**src/rtl/rng_pkg.sv**
```systemverilog
// Shared types and constants for the rng_ram fill sequencer.
package rng_pkg;

  localparam int unsigned RNG_ADDR_W = 9;
  localparam int unsigned RNG_DEPTH  = 512;

  // Word count spans 0..RNG_DEPTH inclusive, hence one extra bit.
  typedef logic [RNG_ADDR_W:0] rngCount_t;

  typedef enum logic [2:0] {
    StIdle,
    StIssue,
    StWaitAck,
    StGap,
    StDone
  } rngState_e;

  function automatic rngCount_t clampCount(rngCount_t c);
    return (c > rngCount_t'(RNG_DEPTH)) ? rngCount_t'(RNG_DEPTH) : c;
  endfunction

endpackage

```
**src/rtl/rng_fill_ctrl_if.sv**
```systemverilog
// Write-control port between the fill sequencer (master) and rng_ram (slave).
interface rng_fill_ctrl_if
  import rng_pkg::*;
#(
  parameter int unsigned ADDR_W = RNG_ADDR_W
) ();

  logic              we_rng_o;
  logic [ADDR_W-1:0] addr_rng_o;
  logic              ack_rng_i;

  modport master (output we_rng_o, output addr_rng_o, input ack_rng_i);
  modport slave  (input we_rng_o, input addr_rng_o, output ack_rng_i);

endinterface

```
**src/rtl/rng_fill_timer.sv**
```systemverilog
// Loadable down-counter; load wins over decrement, holds at zero.
module rng_fill_timer #(
  parameter int unsigned Width    = 8,
  parameter int unsigned ResetVal = 0
) (
  input  logic             clk_i,
  input  logic             rst_i,
  input  logic             load_i,
  input  logic [Width-1:0] loadVal_i,
  input  logic             en_i,
  output logic             zero_o
);

  logic [Width-1:0] cntQ, cntD;

  always_comb begin
    cntD = cntQ;
    if (load_i) begin
      cntD = loadVal_i;
    end else if (en_i && (cntQ != '0)) begin
      cntD = cntQ - 1'b1;
    end
  end

  always_ff @(posedge clk_i or posedge rst_i) begin
    if (rst_i) begin
      cntQ <= Width'(ResetVal);
    end else begin
      cntQ <= cntD;
    end
  end

  assign zero_o = (cntQ == '0);

endmodule

```
**src/rtl/rng_fill_ctrl.sv**
```systemverilog
// Fills an address window of rng_ram with fresh random words, one per handshake.
// Optional periodic refill is enabled by defining RNG_FILL_PERIODIC_EN.
module rng_fill_ctrl
  import rng_pkg::*;
#(
  parameter int unsigned ADDR_W      = RNG_ADDR_W,
  parameter int unsigned ACK_TIMEOUT = 64,
  parameter int unsigned GAP_CYCLES  = 1
`ifdef RNG_FILL_PERIODIC_EN
  , parameter int unsigned REFRESH_CYCLES = 100000
`endif
) (
  input  logic              clk_i,
  input  logic              rst_i,
  input  logic              start_i,
  input  logic              abort_i,
  input  logic [ADDR_W-1:0] base_addr_i,
  input  logic [ADDR_W:0]   count_i,
`ifdef RNG_FILL_PERIODIC_EN
  input  logic              periodic_en_i,
`endif
  rng_fill_ctrl_if.master   ram,
  output logic              busy_o,
  output logic              done_o,
  output logic              timeout_o,
  output logic [ADDR_W:0]   words_written_o
);

  localparam logic [ADDR_W:0] MaxCount = {1'b1, {ADDR_W{1'b0}}};
  // One timer serves both the ack timeout and the gap wait; they never overlap.
  localparam int unsigned TmrW    = $clog2(ACK_TIMEOUT + GAP_CYCLES + 1);
  localparam int unsigned GapLoad = (GAP_CYCLES > 0) ? GAP_CYCLES - 1 : 0;

  rngState_e         stateQ, stateD;
  logic [ADDR_W-1:0] baseQ, baseD, addrQ, addrD;
  logic [ADDR_W:0]   countQ, countD, wordsQ, wordsD, clampedCount;
  logic              timeoutQ, timeoutD;
  logic              tmrLoad, tmrZero, tmrEn, ackSeen, startReq;
  logic [TmrW-1:0]   tmrLoadVal;

  assign clampedCount = (count_i > MaxCount) ? MaxCount : count_i;
  assign ackSeen      = ram.ack_rng_i && ((stateQ == StIssue) || (stateQ == StWaitAck));
  assign tmrEn        = (stateQ == StWaitAck) || (stateQ == StGap);

`ifdef RNG_FILL_PERIODIC_EN
  localparam int unsigned RefW = $clog2(REFRESH_CYCLES + 1);
  logic refreshZero, fillEnd;

  // Any return to idle (done, timeout, abort) restarts the refresh interval.
  assign fillEnd = (stateQ != StIdle) && (stateD == StIdle);

  rng_fill_timer #(
    .Width    (RefW),
    .ResetVal (REFRESH_CYCLES - 1)
  ) uRefreshTimer (
    .clk_i     (clk_i),
    .rst_i     (rst_i),
    .load_i    (fillEnd),
    .loadVal_i (RefW'(REFRESH_CYCLES - 1)),
    .en_i      ((stateQ == StIdle) && periodic_en_i),
    .zero_o    (refreshZero)
  );

  assign startReq = start_i || (periodic_en_i && refreshZero);
`else
  assign startReq = start_i;
`endif

  always_comb begin
    stateD     = stateQ;
    baseD      = baseQ;
    countD     = countQ;
    wordsD     = wordsQ;
    addrD      = addrQ;
    timeoutD   = timeoutQ;
    tmrLoad    = 1'b0;
    tmrLoadVal = '0;

    if (ackSeen) begin
      wordsD = wordsQ + 1'b1;
    end

    unique case (stateQ)
      StIdle: begin
        if (startReq) begin
          baseD    = base_addr_i;
          countD   = clampedCount;
          wordsD   = '0;
          timeoutD = 1'b0;
          stateD   = (clampedCount == '0) ? StDone : StIssue;
        end
      end
      StIssue, StWaitAck: begin
        if (ackSeen) begin
          if (wordsD == countQ) begin
            stateD = StDone;
          end else if (GAP_CYCLES == 0) begin
            stateD = StIssue;
          end else begin
            stateD     = StGap;
            tmrLoad    = 1'b1;
            tmrLoadVal = TmrW'(GapLoad);
          end
        end else if (stateQ == StIssue) begin
          stateD     = StWaitAck;
          tmrLoad    = 1'b1;
          tmrLoadVal = TmrW'(ACK_TIMEOUT - 1);
        end else if (tmrZero) begin
          timeoutD = 1'b1;
          stateD   = StIdle;
        end
      end
      StGap: begin
        if (tmrZero) begin
          stateD = StIssue;
        end
      end
      StDone: begin
        stateD = StIdle;
      end
      default: begin
        stateD = StIdle;
      end
    endcase

    // Abort overrides everything except the ack count already taken this cycle.
    if (abort_i && (stateQ != StIdle)) begin
      stateD   = StIdle;
      timeoutD = timeoutQ;
      tmrLoad  = 1'b0;
    end

    if (stateD == StIssue) begin
      addrD = baseD + wordsD[ADDR_W-1:0];
    end
  end

  always_ff @(posedge clk_i or posedge rst_i) begin
    if (rst_i) begin
      stateQ   <= StIdle;
      baseQ    <= '0;
      countQ   <= '0;
      wordsQ   <= '0;
      addrQ    <= '0;
      timeoutQ <= 1'b0;
    end else begin
      stateQ   <= stateD;
      baseQ    <= baseD;
      countQ   <= countD;
      wordsQ   <= wordsD;
      addrQ    <= addrD;
      timeoutQ <= timeoutD;
    end
  end

  rng_fill_timer #(
    .Width    (TmrW),
    .ResetVal (0)
  ) uAckGapTimer (
    .clk_i     (clk_i),
    .rst_i     (rst_i),
    .load_i    (tmrLoad),
    .loadVal_i (tmrLoadVal),
    .en_i      (tmrEn),
    .zero_o    (tmrZero)
  );

  assign ram.we_rng_o    = (stateQ == StIssue);
  assign ram.addr_rng_o  = addrQ;
  assign busy_o          = (stateQ != StIdle);
  assign done_o          = (stateQ == StDone);
  assign timeout_o       = timeoutQ;
  assign words_written_o = wordsQ;

endmodule
```
**src/flat_wrapper.sv**
```systemverilog
// flat-port wrapper written by rule: the top's interface ports become plain ports
module rng_fill_ctrl_flat import rng_pkg::*;
#(
  parameter int unsigned ADDR_W      = RNG_ADDR_W,
  parameter int unsigned ACK_TIMEOUT = 64,
  parameter int unsigned GAP_CYCLES  = 1

)
  (clk_i, rst_i, start_i, abort_i, base_addr_i, count_i, busy_o, done_o, timeout_o, words_written_o, ram_we_rng_o, ram_addr_rng_o, ram_ack_rng_i);
  rng_fill_ctrl_if #(.ADDR_W(ADDR_W)) ram_i ();
  input  logic clk_i;
  input  logic rst_i;
  input  logic start_i;
  input  logic abort_i;
  input  logic [ADDR_W-1:0] base_addr_i;
  input  logic [ADDR_W:0] count_i;
  output logic busy_o;
  output logic done_o;
  output logic timeout_o;
  output logic [ADDR_W:0] words_written_o;
  output wire logic [$bits(ram_i.we_rng_o)-1:0] ram_we_rng_o;
  output wire logic [$bits(ram_i.addr_rng_o)-1:0] ram_addr_rng_o;
  input wire logic [$bits(ram_i.ack_rng_i)-1:0] ram_ack_rng_i;
  assign ram_we_rng_o = ram_i.we_rng_o;
  assign ram_addr_rng_o = ram_i.addr_rng_o;
  assign ram_i.ack_rng_i = ram_ack_rng_i;
  rng_fill_ctrl #(.ADDR_W(ADDR_W), .ACK_TIMEOUT(ACK_TIMEOUT), .GAP_CYCLES(GAP_CYCLES)) u_core (.clk_i(clk_i), .rst_i(rst_i), .start_i(start_i), .abort_i(abort_i), .base_addr_i(base_addr_i), .count_i(count_i), .ram(ram_i), .busy_o(busy_o), .done_o(done_o), .timeout_o(timeout_o), .words_written_o(words_written_o));
endmodule
```
**config.mk**
```make
export PLATFORM = sky130hd
export DESIGN_NAME = rng_fill_ctrl_flat
export DESIGN_NICKNAME = d
export VERILOG_FILES = /design/src/rtl/rng_pkg.sv /design/src/rtl/rng_fill_ctrl_if.sv /design/src/rtl/rng_fill_timer.sv /design/src/rtl/rng_fill_ctrl.sv /design/src/flat_wrapper.sv
export SDC_FILE = /design/constraint.sdc
export NUM_CORES = 1
export LEC_CHECK = 0
export ABC_AREA = 1
export ABC_CLOCK_PERIOD_IN_PS = 3100
export CORE_MARGIN = 3
export CORE_UTILIZATION = 50
export DETAILED_ROUTE_END_ITERATION = 6
export DONT_BUFFER_PORTS = 1
export PLACE_DENSITY_LB_ADDON = 0.1
export SLEW_MARGIN = 15
export SYNTH_ARGS = -nofsm -noshare
export SYNTH_HDL_FRONTEND = slang
export SYNTH_HIERARCHICAL = 1
export SYNTH_SLANG_ARGS = --single-unit
```
**constraint.sdc**
```tcl
create_clock -name clk_i -period 3.1 [get_ports clk_i]
set_clock_uncertainty 0.2 [all_clocks]
set_input_delay 0.465 -clock clk_i [delete_from_list [all_inputs] [get_ports clk_i]]
set_output_delay 0.465 -clock clk_i [all_outputs]
set_load 0.1 [all_outputs]
```
==> flow_summary.toml, run 1 <==
[status]
outcome = "completed"

[timing]
drv_slew = 0
max_freq_mhz = 341
fin_crit_sh = 0.947
rsz0062_at_grt = "true"
maxSlewHeadroom = 0.392
setup_viol = 0
timing_hold_violations_final = 0
finalCriticalPeriod_ns = 2.93
tightest_slew_ns = 0.912

[placed_design]
placed_cells = 524
port_buffers = 0
place_congestion = 0.859
dp.final_hpwl_um = 6160

[floorplanning]
ios = 47
die_width_um = 85.6
die_area_um2 = 7320
core_um2 = 6030
die_h_um = 85.6
num_rows = 28
initial_utilization = 0.526

[synthesis]
yosys_warnings = 6
synth_nets = 472
synth_cell_types = 38
syn_avg_cell_area_um2 = 7.25
synth_edf_count = 0
synth_cells = 437
ys_async_sr_fraction = 1.00
synth-seq-cells = 49
ys_seq_area_frac = 0.387
yosys_most_used_dff = "dfrtp_1"
synth_area_um2 = 3170

[route]
remaining_drc_errors = 0
finalWirelength_um = 7920
drtIter0Drc = 188
wl_per_cell_um = 14.8
drt_pre_antenna_iters = 4
vias = 2832
ant_nets = 0
avgViaCountPerCell = 5.30

[layout]
syn_to_final_growth_pct = 12.1
drive_above_1_share = 0.172
utilization = 0.589
instances_no_fill = 534
nNetsFinal = 493
fillers = 601
diodes = 0

[clock_network]
h-tree-depth = 2
clk_pin_slew_ns = 0.10
cts_tree = "yes"
clkLatencyLatePin_ns = 0.31
cts_sinks = 49
cts_buffer_depth = 2
cts_root_buffer = "clkbuf_8"
cts_made_buffers = 5

[setup_path]
r2r_end = "u_core/ram.addr_rng_o[6]"
worstReg2RegStart = "u_core/stateQ[2]"
crit_fanout = 13
worstSetupPathType = "flop to flop"
end_kind = "flop"
critical_path_required_ns = 3.15
reg2reg_slack_ns = 0.17
worstRegToRegCells = 14
cp-start-kind = "flop"
crit_arrival_ns = 2.99

[global_route]
antenna_found_initial = 0
grt_pass1_wl_um = 13200
grt_pass1_vias = 2745
gr-total-overflow = 0
grt_max_degree = 43
grt_usage = 0.229

[worst_hold_path]
hold_end = "u_core/countQ[1]"
worstHoldStart = "count_i[1]"
hold_class = "input pin to flop"
worstHoldPathCells = 1

[flow_run]
drv_cap = 0
[worst max path at each step]
stage	from	to	slack, ns	cells past startpoint
2_1_floorplan	u_core/stateQ[0]	u_core/ram.addr_rng_o[6]	-0.003	18
3_3_place_gp	u_core/stateQ[0]	u_core/ram.addr_rng_o[7]	0.11	20
3_5_place_dp	u_core/stateQ[0]	u_core/ram.addr_rng_o[7]	0.003	20
4_1_cts	u_core/stateQ[1]	u_core/ram.addr_rng_o[6]	0.05	14
5_1_grt	u_core/stateQ[0]	u_core/ram.addr_rng_o[7]	-0.09	20
6_report	u_core/stateQ[2]	u_core/ram.addr_rng_o[6]	0.17	14
[flip-flops by register name, summed over array words and instances (netlist names)]
register and count:
u_core/baseQ 9, u_core/countQ 10, u_core/ram.addr_rng_o 9, u_core/stateQ 3, u_core/timeout_o 1, u_core/uAckGapTimer/cntQ 7, u_core/words_written_o 10
[area by class of cell]
class / count / area [um^2] / share of cell area
Multi-Input combinational cell: 314 / 1700 / 0.479
Timing Repair Buffer: 23 / 175 / 0.0493
Tap cell: 75 / 93.8 / 0.0264
Clock buffer: 6 / 82.6 / 0.0233
Clock inverter: 2 / 17.5 / 0.00493
Inverter: 65 / 249 / 0.0701
Sequential cell: 49 / 1230 / 0.347
[cells in the mapped netlist, types with 3 or more instances]
cell type | n | area (um^2)
o21ai_0 | 10 | 50.1
o22ai_1 | 8 | 50.1
dfrtp_1 | 49 | 1230
o21ai_1 | 6 | 30.0
nand3_1 | 40 | 200
inv_2 | 5 | 18.8
nand2_4 | 5 | 56.3
a21oi_1 | 16 | 80.1
inv_1 | 60 | 225
nand2_1 | 135 | 507
nor2_2 | 7 | 43.8
nand4_1 | 14 | 87.6
nor2_1 | 27 | 101
nand3_2 | 3 | 30.0
xor2_1 | 5 | 43.8
xnor2_1 | 4 | 35.0
ha_1 | 10 | 125
nand2_2 | 8 | 50.1
[layout by cell type (no fill, tap or decap), drive strengths merged, types with 2 or more instances in the layout]
cell	n
nand2	148
inv	66
dfrtp	49
nand3	44
nor2	34
buf	22
a21oi	17
o21ai	16
nand4	14
ha	10
o22ai	8
clkbuf	6
xor2	5
xnor2	4
nor4	2
o211ai	2
[cells by family (layout without fill, tap and decap cells)]
| group | Yosys count | count (layout) | synth area share |
|---|---|---|---|
| xor gates and xnor gates | 9 | 9 | 0.0249 |
| buffers and inverters | 74 | 96 | 0.0976 |
| adders and majority gates | 11 | 11 | 0.0458 |
| AOI/OAI and AO/OA | 47 | 47 | 0.0850 |
| muxes | 1 | 1 | 0.00316 |
| and+or+nand+nor | 245 | 245 | 0.355 |
| DFF | 49 | 49 | 0.387 |
| other | 1 | 1 | 0.00118 |
[stage by stage]
stage	hold slack (ns)	worst slack, ns	setup TNS (ns)	instance area, um^2
floorplan	0.0684	-0.00338	-0.00338	3180
global placement	0.116	0.106	0	3370
detailed placement	0.121	0.00276	0	3370
CTS	0.0789	0.0502	0	3480
global route	0.0820	-0.0938	-0.172	3550
finish	0.0839	0.165	0	3550
[critical path, cell delays in order (launching register included)]
cell     delay (ns)
dfrtp_1        0.42
inv_4          0.11
nand3_2        0.15
nand2_8        0.15
nand2_8        0.09
mux2i_1        0.16
nor2_2         0.21
inv_1          0.09
fa_1           0.45
o21ai_2        0.19
a21oi_1        0.08
o21ai_0        0.19
xor2_1         0.20
nand4_1        0.11
nand2_1        0.09
[per-layer routing]
| layer | track usage | vias to the layer above | wire, um |
|---|---|---|---|
| li1 | - | 1445 | - |
| met1 | 0.308 | 1306 | 3590 |
| met2 | 0.366 | 72 | 3660 |
| met3 | 0.0605 | 9 | 542 |
| met4 | 0.0633 | 0 | 121 |
| met5 | 0 | - | 0 |
[timing repair]
item / in CTS / in global routing
hold endpoints to repair: 13 / 0
setup endpoints to repair: 2 / 9
resized for setup: 2 / 18
hold buffers: 1 / 0
cloned: 0 / 0
pin swaps: 0 / 2
buffers inserted: 0 / 1
Power of run 1 is not shown: default switching activity piles up to over one toggle a cycle in this logic, so the estimate is an artifact.
==> inputs of run 2 (changes only) <==
SLEW_MARGIN = 0   (was 15)
==> results of run 2 <==
No change in the layout: final DEF, timing and power equal those of run 1.
Power of run 2 is left out for the same reason.
==> inputs of run 3 (changes only) <==
SYNTH_HIERARCHICAL = unset   (was 1)
==> run 3 against run 2 <==
Net effect:
- global-route usage down 0.81 points
- synthesized cell count down 4.8%
- area after synthesis down 4.4%
- core utilization up 0.60 points
- fmax up 3.4%
- first-iteration DRC count down 2.7%
- routed wire length down 4.5%
- register-to-register slack better by 0.095 ns
- worst setup slack better by 0.095 ns
- via count down 2.1%
- design area down 4.9%
- hold slack worse by 0.023 ns
- critical path type unchanged
- critical endpoint is now u_core.ram.addr_rng_o[7]
- largest cell class unchanged
- highest routed layer unchanged
==> flow_summary.toml, run 3 <==
[route]
drt_pre_antenna_iters = 4
avgViaCountPerCell = 5.43
ant_nets = 0
finalWirelength_um = 7560
vias = 2773
remaining_drc_errors = 0
drtIter0Drc = 183
wl_per_cell_um = 14.8

[layout]
multiInputGateArea_um2 = 1620
nNetsFinal = 474
diodes = 0
instances_no_fill = 511
drive_above_1_share = 0.139
seq_area_um2 = 1230
fillers = 537
final_cell_mix = "nand2_1 (130), dfrtp_1 (45), nand3_1 (41), inv_1 (39), nor2_1 (37)"
syn_to_final_growth_pct = 11.6
final_common_cell = "nand2_1"

[global_route]
grt_max_degree = 50
grt_pass1_vias = 2614
antenna_found_initial = 0
gr-total-overflow = 0
grt_usage = 0.220
grt_pass1_wl_um = 12600

[timing]
max_freq_mhz = 352
timing_hold_violations_final = 0
fin_crit_sh = 0.916
maxSlewHeadroom = 0.325
setup_viol = 0
tightest_slew_ns = 1.01
drv_slew = 0
finalCriticalPeriod_ns = 2.84
whs_ns = 0.0613
rsz0062_at_grt = "false"
tns_ns = 0

[clock_network]
cts_buffer_depth = 2
cts_made_buffers = 5
cts_tree = "yes"
cts_sinks = 49
hold_buffers = 0
cts_root_buffer = "clkbuf_8"
clkLatencyLatePin_ns = 0.31
h-tree-depth = 2
clk_pin_slew_ns = 0.10

[floorplanning]
initial_utilization = 0.534
die_width_um = 83.8
core_um2 = 5680
num_rows = 27
die_h_um = 83.8
ios = 47
die_area_um2 = 7030

[synthesis]
syn_avg_cell_area_um2 = 7.28
synth_cell_types = 33
synth_nets = 452
yosysMostFrequentCell = "nand2_1"
synth_commonest_cells = "nand2_1 (130), dfrtp_1 (49), nand3_1 (41), inv_1 (40), nor2_1 (37)"
ys_seq_area_frac = 0.405
synth-seq-cells = 49
synth_top_area_cell = "dfrtp_1"
synth_cells = 416
yosys_most_used_dff = "dfrtp_1"
synth_top_area_frac = 0.405
ys_async_sr_fraction = 1.00
netlist_top_cells_area = "dfrtp_1 (40%), nand2_1 (16%), nand3_1 (6.8%)"
yosys_warnings = 0
synth_area_um2 = 3030
synth_edf_count = 0

[placed_design]
placed_cells = 501
port_buffers = 0
dp.final_hpwl_um = 5910
place_congestion = 0.891

[setup_path]
reg2reg_slack_ns = 0.26
end_kind = "flop"
worstReg2RegStart = "u_core.stateQ[0]"
crit_arrival_ns = 2.85
crit_path_start = "u_core.stateQ[0]"
worstSetupPathType = "flop to flop"
crit_fanout = 8
critical_path_required_ns = 3.11
cp-start-kind = "flop"

[flow_run]
drv_cap = 0

[worst_hold_path]
hold_class = "input pin to asynchronous set/reset pin"

[status]
outcome = "completed"
run 3: changes by cell type in the layout (fill, tap and decap cells not counted), moves of 6 or more:
cell and change:
inv_1 -18, nor2_1 +13, nor2_2 -9, o22ai_1 -8
nand4_1 +6
run 3: timing repair:
| item | 4_1_cts | 5_1_grt |
|---|---|---|
| setup buffers | 0 | 2 |
| setup endpoints to repair | 0 | 3 |
| resized for setup | 0 | 7 |
| endpoints found under the hold margin | 0 | 0 |
run 3: cell type report:
type	count	area share
multi-input cells	314	0.479
flip-flops and latches	49	0.364
repair buffers	23	0.0511
inverters	45	0.0500
well taps	72	0.0267
clock buffers	6	0.0244
clock inverters	2	0.00481
run 3: worst paths after layout:
check	to	cells past startpoint
setup / recovery	u_core.ram.addr_rng_o[7]	20
hold / removal	u_core.ram.addr_rng_o[2]	1
setup reg to reg	u_core.ram.addr_rng_o[7]	20
hold reg to reg	u_core.baseQ[6]	2
max in group asynchronous	u_core.words_written_o[0]	1
min in group clk_i	u_core.countQ[1]	1
run 3: worst max-delay path, stage by stage (launching register included):
cell	delay, ns
dfrtp_2	0.45
inv_1	0.14
nand3_2	0.12
nand2_4	0.12
nand2_4	0.09
nand2_2	0.08
nand2_2	0.07
nor2_1	0.14
ha_1	0.30
a21oi_1	0.15
nand2_1	0.09
nand2_1	0.07
nand2_1	0.06
a21oi_2	0.15
nor2_1	0.05
o21ai_1	0.14
nand2_1	0.07
nand2_1	0.06
nand2_1	0.04
nand4_1	0.08
nand2_1	0.07
run 3: routing by layer:
layer  GRT usage  vias up  share of wire
li1            -     1406              -
met3      0.0484       11          0.067
met2       0.336       78           0.43
met4      0.0512        0          0.013
met5           0        -              0
met1       0.321     1278           0.49
run 3: cells by family (layout without fill, tap and decap cells):
logic type | after synthesis | count (layout) | synth area share
xor+xnor | 11 | 11 | 0.0318
fa+ha+maj | 12 | 12 | 0.0521
compound gates | 39 | 39 | 0.0711
flops | 49 | 49 | 0.405
simple gates | 252 | 252 | 0.370
buf+inv | 53 | 76 | 0.0702
run 3: metrics by stage:
step           instance area, um^2  setup WS [ns]   util
2_1_floorplan                 3040         0.0795      -
3_3_place_gp                  3250          0.177  0.572
3_5_place_dp                  3250         0.0937  0.572
4_1_cts                       3350         0.0786  0.590
5_1_grt                       3380        0.00445  0.595
6_report                      3380          0.261  0.595
Power of run 3 is left out for the same reason.
